<file path="src/rtl/flg_offset_gen_if.sv">
// Flag-block in / match-beat out stream bundle for flg_offset_gen.
// master drives blocks and consumes beats; slave is the scheduler.
interface flg_offset_gen_if #(
   parameter int FLG_WIDTH = 32
);
   localparam int OFS_WIDTH = $clog2(FLG_WIDTH) + 1;

   logic                 in_vld;
   logic                 in_rdy;
   logic [FLG_WIDTH-1:0] in_flg_act;
   logic [FLG_WIDTH-1:0] in_flg_wei;
   logic                 out_vld;
   logic                 out_rdy;
   logic [OFS_WIDTH-1:0] out_ofs_act;
   logic [OFS_WIDTH-1:0] out_ofs_wei;
   logic [OFS_WIDTH-1:0] out_pos;
   logic                 out_last;
   logic                 out_empty;

   modport master (
      output in_vld, in_flg_act, in_flg_wei, out_rdy,
      input  in_rdy, out_vld, out_ofs_act, out_ofs_wei,
      input  out_pos, out_last, out_empty
   );

   modport slave (
      input  in_vld, in_flg_act, in_flg_wei, out_rdy,
      output in_rdy, out_vld, out_ofs_act, out_ofs_wei,
      output out_pos, out_last, out_empty
   );
endinterface

</file>
<file path="src/rtl/flg_offset_gen.sv">
// Sparsity-match scheduler: walks act&wei one set bit per cycle and
// emits packed-array offsets for the MAC datapath.
module flg_offset_gen #(
   parameter int FLG_WIDTH      = 32,
   parameter bit SCAN_MSB_FIRST = 1'b0
) (
   input  logic             clk,
   input  logic             rst_n,
   input  logic             flush,
   flg_offset_gen_if.slave  bus
);
   localparam int OFS_WIDTH = $clog2(FLG_WIDTH) + 1;

   typedef enum logic {IDLE, SCAN} state_t;

   state_t               r_state, w_state_nxt;
   logic [FLG_WIDTH-1:0] r_act, r_wei, r_match;
   logic [FLG_WIDTH-1:0] w_act_nxt, w_wei_nxt, w_match_nxt;
   logic [FLG_WIDTH-1:0] w_rem;
   logic                 r_vld, r_last, r_empty;
   logic                 w_vld_nxt, w_last_nxt, w_empty_nxt;
   logic [OFS_WIDTH-1:0] r_ofs_act, r_ofs_wei, r_pos;
   logic [OFS_WIDTH-1:0] w_ofs_act_nxt, w_ofs_wei_nxt, w_pos_nxt;
   logic                 w_found;
   logic [OFS_WIDTH-1:0] w_pos, w_oa, w_ow;
   logic [OFS_WIDTH-1:0] w_cnt_act, w_cnt_wei;
   logic                 w_free, w_acc;

   function automatic int scan_idx(input int k);
      return SCAN_MSB_FIRST ? FLG_WIDTH - 1 - k : k;
   endfunction

   assign bus.in_rdy      = (r_state == IDLE) & ~flush & rst_n;
   assign bus.out_vld     = r_vld;
   assign bus.out_ofs_act = r_ofs_act;
   assign bus.out_ofs_wei = r_ofs_wei;
   assign bus.out_pos     = r_pos;
   assign bus.out_last    = r_last;
   assign bus.out_empty   = r_empty;

   assign w_free = ~r_vld | bus.out_rdy;
   assign w_acc  = bus.in_vld & bus.in_rdy;

   // Offsets count the full captured flags ahead of the first remaining match.
   always_comb begin
      w_found   = 1'b0;
      w_pos     = '0;
      w_oa      = '0;
      w_ow      = '0;
      w_cnt_act = '0;
      w_cnt_wei = '0;
      w_rem     = r_match;
      for (int k = 0; k < FLG_WIDTH; k++) begin
         if (!w_found && r_match[scan_idx(k)]) begin
            w_found               = 1'b1;
            w_pos                 = OFS_WIDTH'(scan_idx(k));
            w_oa                  = w_cnt_act;
            w_ow                  = w_cnt_wei;
            w_rem[scan_idx(k)]    = 1'b0;
         end
         if (!w_found) begin
            w_cnt_act = w_cnt_act + OFS_WIDTH'(r_act[scan_idx(k)]);
            w_cnt_wei = w_cnt_wei + OFS_WIDTH'(r_wei[scan_idx(k)]);
         end
      end
   end

   always_comb begin
      w_state_nxt   = r_state;
      w_act_nxt     = r_act;
      w_wei_nxt     = r_wei;
      w_match_nxt   = r_match;
      w_vld_nxt     = r_vld;
      w_last_nxt    = r_last;
      w_empty_nxt   = r_empty;
      w_ofs_act_nxt = r_ofs_act;
      w_ofs_wei_nxt = r_ofs_wei;
      w_pos_nxt     = r_pos;
      if (flush) begin
         w_state_nxt   = IDLE;
         w_match_nxt   = '0;
         w_vld_nxt     = 1'b0;
         w_last_nxt    = 1'b0;
         w_empty_nxt   = 1'b0;
         w_ofs_act_nxt = '0;
         w_ofs_wei_nxt = '0;
         w_pos_nxt     = '0;
      end else begin
         unique case (r_state)
            IDLE: begin
               if (w_free) w_vld_nxt = 1'b0;
               if (w_acc) begin
                  w_act_nxt   = bus.in_flg_act;
                  w_wei_nxt   = bus.in_flg_wei;
                  w_match_nxt = bus.in_flg_act & bus.in_flg_wei;
                  w_state_nxt = SCAN;
               end
            end
            SCAN: begin
               if (w_free) begin
                  w_vld_nxt = 1'b1;
                  if (w_found) begin
                     w_pos_nxt     = w_pos;
                     w_ofs_act_nxt = w_oa;
                     w_ofs_wei_nxt = w_ow;
                     w_match_nxt   = w_rem;
                     w_last_nxt    = (w_rem == '0);
                     w_empty_nxt   = 1'b0;
                     if (w_rem == '0) w_state_nxt = IDLE;
                  end else begin
                     w_pos_nxt     = '0;
                     w_ofs_act_nxt = '0;
                     w_ofs_wei_nxt = '0;
                     w_last_nxt    = 1'b1;
                     w_empty_nxt   = 1'b1;
                     w_state_nxt   = IDLE;
                  end
               end
            end
            default: w_state_nxt = IDLE;
         endcase
      end
   end

   always_ff @(posedge clk or negedge rst_n) begin
      if (!rst_n) begin
         r_state   <= IDLE;
         r_act     <= '0;
         r_wei     <= '0;
         r_match   <= '0;
         r_vld     <= 1'b0;
         r_last    <= 1'b0;
         r_empty   <= 1'b0;
         r_ofs_act <= '0;
         r_ofs_wei <= '0;
         r_pos     <= '0;
      end else begin
         r_state   <= w_state_nxt;
         r_act     <= w_act_nxt;
         r_wei     <= w_wei_nxt;
         r_match   <= w_match_nxt;
         r_vld     <= w_vld_nxt;
         r_last    <= w_last_nxt;
         r_empty   <= w_empty_nxt;
         r_ofs_act <= w_ofs_act_nxt;
         r_ofs_wei <= w_ofs_wei_nxt;
         r_pos     <= w_pos_nxt;
      end
   end
endmodule

</file>
<file path="src/flat_wrapper.sv">
// flat-port wrapper written by rule: the top's interface ports become plain ports
module flg_offset_gen_flat 
#(
   parameter int FLG_WIDTH      = 32,
   parameter bit SCAN_MSB_FIRST = 1'b0
)
  (clk, rst_n, flush, bus_in_vld, bus_in_flg_act, bus_in_flg_wei, bus_out_rdy, bus_in_rdy, bus_out_vld, bus_out_ofs_act, bus_out_ofs_wei, bus_out_pos, bus_out_last, bus_out_empty);
  flg_offset_gen_if #(.FLG_WIDTH(FLG_WIDTH)) bus_i ();
  input  logic clk;
  input  logic rst_n;
  input  logic flush;
  input wire logic [$bits(bus_i.in_vld)-1:0] bus_in_vld;
  input wire logic [$bits(bus_i.in_flg_act)-1:0] bus_in_flg_act;
  input wire logic [$bits(bus_i.in_flg_wei)-1:0] bus_in_flg_wei;
  input wire logic [$bits(bus_i.out_rdy)-1:0] bus_out_rdy;
  output wire logic [$bits(bus_i.in_rdy)-1:0] bus_in_rdy;
  output wire logic [$bits(bus_i.out_vld)-1:0] bus_out_vld;
  output wire logic [$bits(bus_i.out_ofs_act)-1:0] bus_out_ofs_act;
  output wire logic [$bits(bus_i.out_ofs_wei)-1:0] bus_out_ofs_wei;
  output wire logic [$bits(bus_i.out_pos)-1:0] bus_out_pos;
  output wire logic [$bits(bus_i.out_last)-1:0] bus_out_last;
  output wire logic [$bits(bus_i.out_empty)-1:0] bus_out_empty;
  assign bus_i.in_vld = bus_in_vld;
  assign bus_i.in_flg_act = bus_in_flg_act;
  assign bus_i.in_flg_wei = bus_in_flg_wei;
  assign bus_i.out_rdy = bus_out_rdy;
  assign bus_in_rdy = bus_i.in_rdy;
  assign bus_out_vld = bus_i.out_vld;
  assign bus_out_ofs_act = bus_i.out_ofs_act;
  assign bus_out_ofs_wei = bus_i.out_ofs_wei;
  assign bus_out_pos = bus_i.out_pos;
  assign bus_out_last = bus_i.out_last;
  assign bus_out_empty = bus_i.out_empty;
  flg_offset_gen #(.FLG_WIDTH(FLG_WIDTH), .SCAN_MSB_FIRST(SCAN_MSB_FIRST)) u_core (.clk(clk), .rst_n(rst_n), .flush(flush), .bus(bus_i));
endmodule
</file>
<file path="config.mk">
export PLATFORM = sky130hd
export DESIGN_NAME = flg_offset_gen_flat
export DESIGN_NICKNAME = d
export VERILOG_FILES = /design/src/rtl/flg_offset_gen_if.sv /design/src/rtl/flg_offset_gen.sv /design/src/flat_wrapper.sv
export SDC_FILE = /design/constraint.sdc
export NUM_CORES = 1
export LEC_CHECK = 0
export CORE_UTILIZATION = 35
export CTS_BUF_LIST = sky130_fd_sc_hd__clkbuf_8
export DETAILED_ROUTE_END_ITERATION = 12
export GPL_ROUTABILITY_DRIVEN = 0
export GPL_TIMING_DRIVEN = 0
export MAX_ROUTING_LAYER = met4
export PLACE_DENSITY_LB_ADDON = 0.2
export SYNTH_ARGS = -nofsm -noshare
export SYNTH_HDL_FRONTEND = slang
export SYNTH_SLANG_ARGS = --single-unit
</file>
<file path="constraint.sdc">
create_clock -name clk -period 31.4 [get_ports clk]
set_input_delay 6.28 -clock clk [delete_from_list [all_inputs] [get_ports clk]]
set_output_delay 6.28 -clock clk [all_outputs]
set_load 0.1 [all_outputs]
</file>
* Word-level counts from Yosys, hierarchy flattened
Cells that the tools add are included.
Word-level totals: input port bits 69, flip-flop bits (word level) 116, logic and storage cells 404, output and inout port bits 22
Operators by class: mux-type cells 253, add/sub/neg operators 60, equal/unequal tests 4, bitwise logic cells 8, reductions and logical operators 69
Operator list (count):
- two-way mux 6 bit | 164
- adder 6 x 1 -> 6 bit | 58
- two-way mux 32 bit | 4
- two-way mux 1 bit | 82
- one-hot mux 32 bit (2 select lines) | 1
- AND 32 bit | 1
- zero test 32 bit | 1
- logical AND 1 bit | 31
- zero test 1 bit | 31
- != test 3 x 2 -> 1 bit (second input constant) | 2
- != test 3 bit (second input constant) | 2
- AND reduction 3 bit | 2
- adder 1 x 1 -> 2 bit | 2
- one-hot mux 1 bit (2 select lines) | 2
- AND reduction 2 bit | 2
- nonzero test 2 bit | 2
- AND 1 bit | 3
- inverter 1 bit | 3
- OR 1 bit | 1

* Depth between registers and ports, before layout
Gate-level depths: netlist of run 1.
word-level depth 100, depth in mapped cells 110, gate-level depth less buffers 108

* Worst setup path after synthesis of run 1
Ideal clock, no wire load.
path type register to register, start reg u_core.r_match[0], end reg u_core.r_ofs_wei[4], in the netlist u_core.bus.out_ofs_wei[4], stages on the path, launching flop included 107, path buffers 2, path slack 13.441 ns, period minus slack after synthesis 17.959 ns, setup time 0.122 ns, data arrival time 17.837 ns, data required time 31.278 ns, cell sequence dfrtp_1 -> buf_4 -> clkbuf_1 -> nor2b_1 -> ha_1 -> mux2i_1 -> nor2_1 -> ha_1 -> mux2i_1 -> a211oi_1 -> ha_1 -> nand2_1 -> nand2_1 -> ha_1 -> mux2i_1 -> o21ai_0 -> ha_1 -> nand2_1 -> (+71 left out) -> a31oi_1 -> ha_1 -> nand2_1 -> nand2_1 -> ha_1 -> mux2i_1 -> nor2_1 -> a21oi_1 -> nor2_1 -> a21oi_1 -> o21ai_0 -> ha_1 -> inv_1 -> nor4_1 -> xnor2_2 -> xnor2_1 -> a221o_1 -> a22o_1
On the way: longest elaborated chain between the ends 98, elaborated cells between the ends (all ways) 189, those cells by class 30 x add/sub; 97 x mux; 62 x reduce/logical
Ends and longest elaborated chain:
- start: declaration | RTL line flg_offset_gen.sv:17 | logic [FLG_WIDTH-1:0] r_act, r_wei, r_match;
- start signal: assignment | RTL line flg_offset_gen.sv:141 | r_match <= w_match_nxt;
- two-way mux 1 bit (*) | RTL line flg_offset_gen.sv:54 | if (!w_found && r_match[scan_idx(k)]) begin
- branches (longest 93 deep; another with adder 6 x 1 -> 6 bit)
- two-way mux 6 bit (*) | RTL line flg_offset_gen.sv:102 | if (w_found) begin
- two-way mux 6 bit (*) | RTL line flg_offset_gen.sv:100 | if (w_free) begin
- two-way mux 6 bit (*) | RTL line flg_offset_gen.sv:89 | unique case (r_state)
- two-way mux 6 bit (*) | RTL line flg_offset_gen.sv:79 | if (flush) begin
- end signal: assignment | RTL line flg_offset_gen.sv:146 | r_ofs_wei <= w_ofs_wei_nxt;
- end: declaration | RTL line flg_offset_gen.sv:22 | logic [OFS_WIDTH-1:0] r_ofs_act, r_ofs_wei, r_pos;
Every way passes the cells marked *. The select of a mux whose other input is x is not followed. A chain may end at the register's enable or synchronous reset.

* Worst setup path after layout of run 1
Ends and elaborated chain as after synthesis.

==> impl_metrics.env, run 1 <==
export IMPL_status="complete, no violations"
export IMPL_dp_hpwl_mm=51.3
export IMPL_ant_nets=0
export IMPL_rsz0062_at_grt="false"
export IMPL_path_clk_slew_ns=0.10
export IMPL_post_route_drc_count=0
export IMPL_die_h_um=225
export IMPL_cts_buffers=17
export IMPL_die_w_um=225
export IMPL_fmax_ghz=0.0460
export IMPL_nets=2553
export IMPL_setup_viol=0
export IMPL_placeableCoreArea_sq_um=49000
export IMPL_initial_utilization_pct=35.5
export IMPL_yosys_top_cells_area="dfrtp_1, ha_1, nand2_1"
export IMPL_dr_pass1_iters=6
export IMPL_synth_warnings=0
export IMPL_slew_violations=0
export IMPL_holdCritPathClass="register to register"
export IMPL_holdBufCountCts=0
export IMPL_hold_viol=0
export IMPL_diodes=0
export IMPL_cts_tree="yes"
export IMPL_portBuffers=88
export IMPL_ys_seq_elements=115
export IMPL_cts_buffer_depth=2
export IMPL_via_per_inst=6.01
export IMPL_io_pins=91
export IMPL_grt_usage_pct=26.1
export IMPL_worst_path_buf_inv=5
export IMPL_cts_sinks=115
export IMPL_fin_worst_skew_ns=0.0303
export IMPL_maxCapViolCount=0
export IMPL_synth_edf_count=0
export IMPL_fin_crit_sh_pct=69.2
export IMPL_clk_insertion_delay_late_ns=0.54
export IMPL_route_vias_total=18289
export IMPL_first_global_vias=17369
export IMPL_overflow=0
export IMPL_fin_cells=3043
export IMPL_grt_pass1_wl_mm=100
export IMPL_mappedNetlistNets=2445
export IMPL_crit_family="adder cells"
export IMPL_crit_fanout=10
export IMPL_cts_setup_buffers=0
export IMPL_worst_pin_slew_ns=1.41
export IMPL_fin_crit_ns=21.72
export IMPL_critPathLaunchType="register"
export IMPL_dp_cells=3011
export IMPL_grt_antenna_before_repair=0
export IMPL_ys_flop_type="dfrtp_1"
export IMPL_synthTopCellsByCount="nand2_1, nor2_1, o21ai_0"
export IMPL_crit_slowest_cell="o21ai_0"
export IMPL_fp_row_count=81
export IMPL_final_layout_size_suffix_gt1_share_pct=9.00
export IMPL_criticalPathCategory="register to register"
export IMPL_worst_endpoint_required_ns=31.83
export IMPL_ys_seq_area_share_pct=16.6
export IMPL_arrival_ns=22.15
export IMPL_yosysMostFrequentCell="nand2_1"
export IMPL_max_slew_margin_pct=5.39
export IMPL_clockRootBuffer="clkbuf_8"
export IMPL_cts_max_level=4
export IMPL_syn_cell_area_sq_um=17400
export IMPL_drt_iter0_drc=1861
export IMPL_synthCells=2258
export IMPL_final_setup_tns_ns=0
export IMPL_max_stage_delay_ns=0.59
export IMPL_synthArstFlopShare_pct=100
export IMPL_yosysTopAreaCellShare_pct=16.6
export IMPL_grt_max_degree=75
export IMPL_end_kind="register"
export IMPL_area_growth_synth_to_final_pct=12.3
export IMPL_ys_types=107
export IMPL_die_area_sq_um=50500
export IMPL_routed_wl_mm=64.5
export IMPL_synth_top_area_cell="dfrtp_1"
export IMPL_cts_resized_gates=0
export IMPL_routedWlPerCell_um=21.2
export IMPL_avgSynthCellArea_sq_um=7.69
export IMPL_crit_path_frequent_cell="ha_1"
[area by class of cell]
class	instances	area (sq um)
Sequential cell	115	2880
Clock buffer	17	234
Buffer	124	515
Multi-Input combinational cell	1990	13900
Inverter	29	109
Tap cell	664	831
Clock inverter	15	161
Timing Repair Buffer	89	910
Fill cell	5103	29400
[per-layer routing]
metal	wire (um)	global-route usage, %
met1	29300	34.7
met2	30200	42.3
met3	3550	2.42
met4	1520	7.40
met5	0	-
[worst register-to-register path: cells and delay by family (launching register included)]
family	cells	cell delay (ns)
compound gates	26	5.90
simple gates	34	3.16
mux	11	1.50
fa+ha+maj	30	9.55
flops	1	0.38
buf+inv	5	0.90
xor+xnor	2	0.28
[sequential cells by signal (all words and copies together) (netlist names)]
register,count
u_core.bus.out_empty,1
u_core.r_act,31
u_core.r_state,1
u_core.bus.out_pos,5
u_core.bus.out_ofs_wei,6
u_core.r_match,32
u_core.bus.out_vld,1
u_core.r_wei,31
u_core.bus.out_last,1
u_core.bus.out_ofs_act,6
[placed cells by master, fill, tap and decap left out, types with 21 or more instances in the layout]
master           Yosys  final
a32o_1              34     34
and2_1              25     25
o21ai_0            168    168
ha_1               118    118
and3_1              48     48
inv_1               29     29
nor2b_1             33     33
o22ai_1             25     25
xnor2_1            111    111
nand4_1             39     39
nor2_1             223    223
mux2_2              89     89
nor3_1              55     55
a211oi_1            23     23
clkbuf_1            93     93
nand2b_1            29     29
clkdlybuf4s50_1      0     87
mux2i_1             57     57
nand3_1             80     80
a31oi_1             33     33
or3_1               21     21
xor2_1              55     55
dfrtp_1            115    115
nand2_1            280    280
a21oi_1            118    118
[final timing paths]
| path | cells past startpoint | startpoint | to | slack (ns) |
|---|---|---|---|---|
| setup / recovery | 108 | u_core.r_match[0] | u_core.bus.out_ofs_wei[4] | 9.68 |
| hold / removal | 2 | u_core.bus.out_ofs_act[3] | u_core.bus.out_ofs_act[3] | 0.50 |
| setup reg to reg | 108 | u_core.r_match[0] | u_core.bus.out_ofs_wei[4] | 9.68 |
| hold reg to reg | 2 | u_core.bus.out_ofs_act[3] | u_core.bus.out_ofs_act[3] | 0.50 |
| max in group asynchronous | 2 | rst_n | u_core.r_act[18] | 24.96 |
| min in group asynchronous | 1 | rst_n | u_core.r_wei[1] | 5.66 |
[cells by family after synthesis]
family,after synthesis,synth area share [%]
mux,148,9.25
fa+ha+maj,127,9.02
flops,115,16.6
compound gates,579,22.0
other cells,1,0.0216
xor+xnor,208,13.4
simple gates,927,26.2
buf+inv,153,3.59
[per-stage QoR]
stage / utilization (%) / worst slack [ns] / hold slack (ns) / cell area (sq um)
finish: 39.8 / 9.68 / 0.495 / 19500
global route: 39.8 / 8.16 / 0.531 / 19500
CTS: 39.8 / 9.90 / 0.499 / 19500
detailed placement: 39.0 / 9.98 / 0.478 / 19100
global placement: 39.0 / 10.34 / 0.478 / 19100
floorplan: - / 13.44 / 0.485 / 17400
Power of run 1 is left out: the tool's default activity adds up to more than one toggle a clock period on the data nets, which glitch-free logic cannot reach.
==> run 2, diff against run 1 <==
==> constraint.sdc (replaced) <==
create_clock -name clk -period 21 [get_ports clk]
set_input_delay 4.2 -clock clk [delete_from_list [all_inputs] [get_ports clk]]
set_output_delay 4.2 -clock clk [all_outputs]
set_load 0.1 [all_outputs]
==> run 2 against run 1 <==
Cell count is 0.13% higher. Register-to-register slack worse by 8.5 ns. Final area is 0.95% higher. Hold slack worse by 0.0035 ns. Global-route usage hardly changed. Critical path depth is 1 lower. Fmax is 9.7% higher. Core utilization is 0.38 points higher.
==> impl_metrics.env, run 2 (same netlist as run 1, synthesis figures left out) <==
export IMPL_fill_cells=5092
export IMPL_first_global_vias=17367
export IMPL_via_per_inst=6.00
export IMPL_cts_buffers=17
export IMPL_overflow=0
export IMPL_rsz0062_at_grt="false"
export IMPL_fmax_ghz=0.0505
export IMPL_grt_usage_pct=26.1
export IMPL_fin_worst_skew_ns=0.0282
export IMPL_clockRootBuffer="clkbuf_8"
export IMPL_crit_slowest_cell="dfrtp_1"
export IMPL_reg2reg_to="u_core.bus.out_ofs_wei[5]"
export IMPL_cts_tree="yes"
export IMPL_dp_hpwl_mm=51.3
export IMPL_fin_crit_ns=19.81
export IMPL_r2r_start="u_core.r_match[0]"
export IMPL_die_w_um=225
export IMPL_final_layout_size_suffix_gt1_share_pct=10.2
export IMPL_placed_area_sq_um=19100
export IMPL_layout_commonest_cell="nand2_1"
export IMPL_cts_buffer_depth=2
export IMPL_slew_violations=0
export IMPL_holdCritPathClass="register to register"
export IMPL_status="complete, no violations"
export IMPL_fp_row_count=81
export IMPL_arrival_ns=20.21
export IMPL_drt_iter0_drc=1790
export IMPL_route_vias_total=18295
export IMPL_routedWlPerCell_um=21.2
export IMPL_ff2ff_path_depth=107
export IMPL_min_path_cells=2
export IMPL_max_stage_delay_ns=0.43
export IMPL_setup_viol=0
export IMPL_regMostFlops="u_core.r_match"
export IMPL_ant_nets=0
export IMPL_cp_startpoint="u_core.r_match[0]"
export IMPL_hold_viol=0
export IMPL_die_area_sq_um=50500
export IMPL_diodes=0
export IMPL_end_kind="register"
export IMPL_critPathLaunchType="register"
export IMPL_routed_wl_mm=64.5
export IMPL_initial_utilization_pct=35.5
export IMPL_stdcell_area_sq_um=19700
export IMPL_crit_path_frequent_cell="ha_1"
export IMPL_worst_endpoint_required_ns=21.40
export IMPL_criticalPathCategory="register to register"
export IMPL_mostFrequentLayoutCells="nand2_1, nor2_1, o21ai_0"
export IMPL_largest_reg_flops=32
export IMPL_path_clk_slew_ns=0.10
export IMPL_cts_max_level=4
export IMPL_worst_pin_slew_ns=1.37
export IMPL_min_to="u_core.bus.out_ofs_act[3]"
export IMPL_dr_pass1_iters=6
export IMPL_grt_pass1_wl_mm=100
export IMPL_crit_fanout=19
export IMPL_reg_largest_list="u_core.r_match x32, u_core.r_act x31, u_core.r_wei x31"
export IMPL_area_growth_synth_to_final_pct=13.4
export IMPL_fin_crit_sh_pct=94.3
export IMPL_nets=2557
export IMPL_grt_antenna_before_repair=0
export IMPL_maxCapViolCount=0
export IMPL_clk_insertion_delay_late_ns=0.53
export IMPL_holdBufCountCts=0
export IMPL_min_from="u_core.bus.out_ofs_act[3]"
export IMPL_die_h_um=225
export IMPL_max_slew_margin_pct=7.96
export IMPL_cts_sinks=115
export IMPL_portBuffers=88
export IMPL_io_pins=91
export IMPL_post_route_drc_count=0
export IMPL_grt_max_degree=75
export IMPL_rrSetupSlack_ns=1.19
export IMPL_placeableCoreArea_sq_um=49000
==> run 2: cell count changes in the layout (fill, tap and decap cells not counted), moves of 3 or more <==
cell,delta
a211oi_1,-4
xnor2_1,-3
buf_4,+4
o21ai_2,+3
xnor2_2,+3
o21ai_0,-4
a31oi_1,-3
a211oi_2,+4
==> run 2: timing repair <==
| item | 4_1_cts | 5_1_grt |
|---|---|---|
| setup buffers | 0 | 5 |
| endpoints found under the setup margin | 5 | 9 |
| pin swaps | 0 | 10 |
| gates resized for setup | 1 | 31 |
==> run 2: worst max-delay path, delay by kind of cell (launching register included) <==
kind	cells	cell delay, ns
adders and majority gates	30	9.36
AOI/OAI and AO/OA	26	4.08
and+or+nand+nor	35	3.10
muxes	12	2.19
buffers and inverters	4	0.55
DFF	1	0.43
==> run 2: worst max-delay path by stage <==
stage,to,slack [ns]
after detailed placement,u_core.bus.out_ofs_wei[4],-0.42
after floorplan,u_core.bus.out_ofs_wei[4],3.04
after CTS,u_core.bus.out_ofs_wei[4],0.12
after global routing,u_core.bus.out_ofs_wei[5],0.006
after global placement,u_core.bus.out_ofs_wei[4],-0.06
final,u_core.bus.out_ofs_wei[5],1.19
==> run 2: per-layer routing <==
metal | GRT usage [%] | vias to the layer above | share of wire, %
met3 | 2.39 | 87 | 5.9
met4 | 7.26 | 0 | 2.4
met1 | 34.6 | 8922 | 45
li1 | - | 8600 | -
met2 | 42.4 | 686 | 47
met5 | - | - | 0
==> run 2: area by class of cell <==
class | count | area, sq um | share of cell area, %
plain buffers | 123 | 519 | 2.64
inverters | 29 | 109 | 0.553
repair buffers | 94 | 947 | 4.81
well taps | 664 | 831 | 4.22
clock buffers | 17 | 234 | 1.19
clock inverters | 15 | 161 | 0.820
flip-flops and latches | 115 | 2880 | 14.6
multi-input cells | 1990 | 14000 | 71.2
==> run 2: through the flow <==
step	util, %	TNS, ns	cells	hold slack [ns]	setup WS [ns]
after global routing	40.2	0	3047	0.531	0.00574
after CTS	39.8	0	3042	0.499	0.116
after detailed placement	39.0	-1.09	3011	0.478	-0.415
after floorplan	-	0	2258	0.485	3.04
final	40.2	0	3047	0.492	1.19
after global placement	39.0	-0.0552	3010	0.478	-0.0552
Power of run 2 is left out for the same reason.
==> run 3, diff against run 2 <==
--- a/config.mk
+++ b/config.mk
@@ -8,7 +8,6 @@
 export CORE_UTILIZATION = 35
 export CTS_BUF_LIST = sky130_fd_sc_hd__clkbuf_8
 export DETAILED_ROUTE_END_ITERATION = 12
-export GPL_ROUTABILITY_DRIVEN = 0
 export GPL_TIMING_DRIVEN = 0
 export MAX_ROUTING_LAYER = met4
 export PLACE_DENSITY_LB_ADDON = 0.2
==> constraint.sdc (replaced) <==
create_clock -name clk -period 16 [get_ports clk]
set_input_delay 3.2 -clock clk [delete_from_list [all_inputs] [get_ports clk]]
set_output_delay 3.2 -clock clk [all_outputs]
set_load 0.1 [all_outputs]
==> run 3 against run 2 <==
The flow now finishes with violations (negative setup slack). Via count increased by 3.4%. First-iteration DRC count decreased by 18%. Cell count increased by 5.0%. Die area unchanged. Flip-flop and latch count unchanged. Hold slack improved by 0.010 ns. Core utilization increased by 4.7 points. Critical path type unchanged. Largest cell class unchanged.
==> impl_metrics.env, run 3 (same netlist as run 1, synthesis figures left out) <==
export IMPL_die_h_um=225
export IMPL_reg_largest_list="u_core.r_match x32, u_core.r_act x31, u_core.r_wei x31"
export IMPL_layout_commonest_cell="nand2_1"
export IMPL_rsz0062_at_grt="true"
export IMPL_fin_crit_ns=18.09
export IMPL_mostFrequentLayoutCells="nand2_1, nor2_1, buf_4"
export IMPL_clockRootBuffer="clkbuf_8"
export IMPL_grt_pass1_wl_mm=105
export IMPL_min_from="u_core.bus.out_ofs_act[3]"
export IMPL_grt_max_degree=77
export IMPL_path_clk_slew_ns=0.09
export IMPL_post_route_drc_count=0
export IMPL_placeableCoreArea_sq_um=49000
export IMPL_worst_pin_slew_ns=1.14
export IMPL_die_area_sq_um=50500
export IMPL_fp_row_count=81
export IMPL_final_layout_size_suffix_gt1_share_pct=21.4
export IMPL_max_slew_margin_pct=22.9
export IMPL_min_to="u_core.bus.out_ofs_act[3]"
export IMPL_slew_violations=0
export IMPL_clk_insertion_delay_late_ns=0.54
export IMPL_maxCapViolCount=0
export IMPL_violations="negative setup slack"
export IMPL_portBuffers=88
export IMPL_die_w_um=225
export IMPL_fin_worst_skew_ns=0.0206
export IMPL_drt_iter0_drc=1474
export IMPL_critPathLaunchType="register"
export IMPL_layout_setup_ws_ns=-2.09
export IMPL_regMostFlops="u_core.r_match"
export IMPL_cts_max_level=4
export IMPL_dr_pass1_iters=6
export IMPL_holdCritPathClass="register to register"
export IMPL_dp_hpwl_mm=53.7
export IMPL_io_pins=91
export IMPL_ant_nets=0
export IMPL_routed_wl_mm=69.1
export IMPL_route_vias_total=18916
export IMPL_setup_viol=12
export IMPL_crit_fanout=4
export IMPL_fmax_ghz=0.0553
export IMPL_hold_viol=0
export IMPL_end_kind="register"
export IMPL_worst_endpoint_required_ns=16.42
export IMPL_routedWlPerCell_um=21.6
export IMPL_nets=2709
export IMPL_holdBufCountCts=0
export IMPL_crit_path_frequent_cell="ha_1"
export IMPL_grt_antenna_before_repair=2
export IMPL_largest_reg_flops=32
export IMPL_grt_usage_pct=27.8
export IMPL_overflow=0
export IMPL_r2r_start="u_core.r_match[0]"
export IMPL_initial_utilization_pct=35.5
export IMPL_via_per_inst=5.91
export IMPL_cts_buffer_depth=2
export IMPL_area_growth_synth_to_final_pct=26.6
export IMPL_criticalPathCategory="register to register"
export IMPL_fin_crit_sh_pct=113
export IMPL_gp_congestion=0.959
export IMPL_first_global_vias=18018
export IMPL_crit_slowest_cell="dfrtp_1"
export IMPL_fill_cells=4913
export IMPL_min_path_cells=2
export IMPL_reg2reg_to="u_core.bus.out_ofs_act[4]"
export IMPL_final_util_pct=44.9
export IMPL_cts_tree="yes"
export IMPL_status="finished with violations"
export IMPL_ff2ff_path_depth=106
export IMPL_max_stage_delay_ns=0.41
export IMPL_cts_buffers=17
export IMPL_rrSetupSlack_ns=-2.09
export IMPL_arrival_ns=18.51
export IMPL_cts_sinks=115
run 3: area by class of cell:
class	count	area, sq um	area share [%]
multi-input combinational	1990	15200	68.9
clock buffer	19	262	1.19
sequential	115	2880	13.1
buffer	124	541	2.46
inverter	29	111	0.506
antenna	2	5.00	0.0228
clock inverter	12	121	0.552
timing repair buffer	245	2090	9.51
tap	664	831	3.78
run 3: worst max-delay path, delay by kind of cell (launching register included):
kind,cells,cell delay (ns)
multiplexers,15,2.67
flip-flops,1,0.41
AO/OA/AOI/OAI,18,2.86
XOR/XNOR,4,0.84
adder cells (fa/ha/maj),29,7.60
AND/OR/NAND/NOR,34,2.86
buffers and inverters,6,0.69
run 3: repair_timing:
action,4_1_cts,5_1_grt
gates resized for setup,80,115
pin swaps,119,143
setup buffers,102,53
endpoints found under the setup margin,12,12
run 3: worst max path at each step:
stage / start / to / cells past startpoint
finish: u_core.r_match[0] / u_core.bus.out_ofs_act[4] / 106
global route: u_core.r_match[0] / u_core.bus.out_ofs_wei[5] / 111
CTS: u_core.r_match[0] / u_core.bus.out_ofs_wei[5] / 107
detailed placement: u_core.r_match[0] / u_core.bus.out_ofs_wei[5] / 109
global placement: u_core.r_match[0] / u_core.bus.out_ofs_wei[4] / 108
floorplan: u_core.r_match[0] / u_core.bus.out_ofs_wei[5] / 107
run 3: per-layer routing:
layer	up-vias	part of all wire [%]	wire length, um	track usage, %
met2	591	48	33400	45.9
met5	-	0	0	-
met4	0	2.6	1810	9.22
met1	9305	45	31200	35.9
li1	8911	-	-	-
met3	109	3.9	2690	2.18
run 3: through the flow:
stage          area [sq um]  hold WS [ns]  worst slack, ns  cells  setup TNS, ns
5_1_grt               22000         0.538            -2.93   3200         -31.85
3_5_place_dp          19400         0.479            -3.86   3012         -39.46
2_1_floorplan         17700         0.485           -0.965   2258          -7.78
4_1_cts               20900         0.500            -2.21   3145         -23.15
6_report              22000         0.502            -2.09   3200         -21.92
3_3_place_gp          19400         0.471            -3.67   3010         -36.56
Power of run 3 is left out for the same reason.
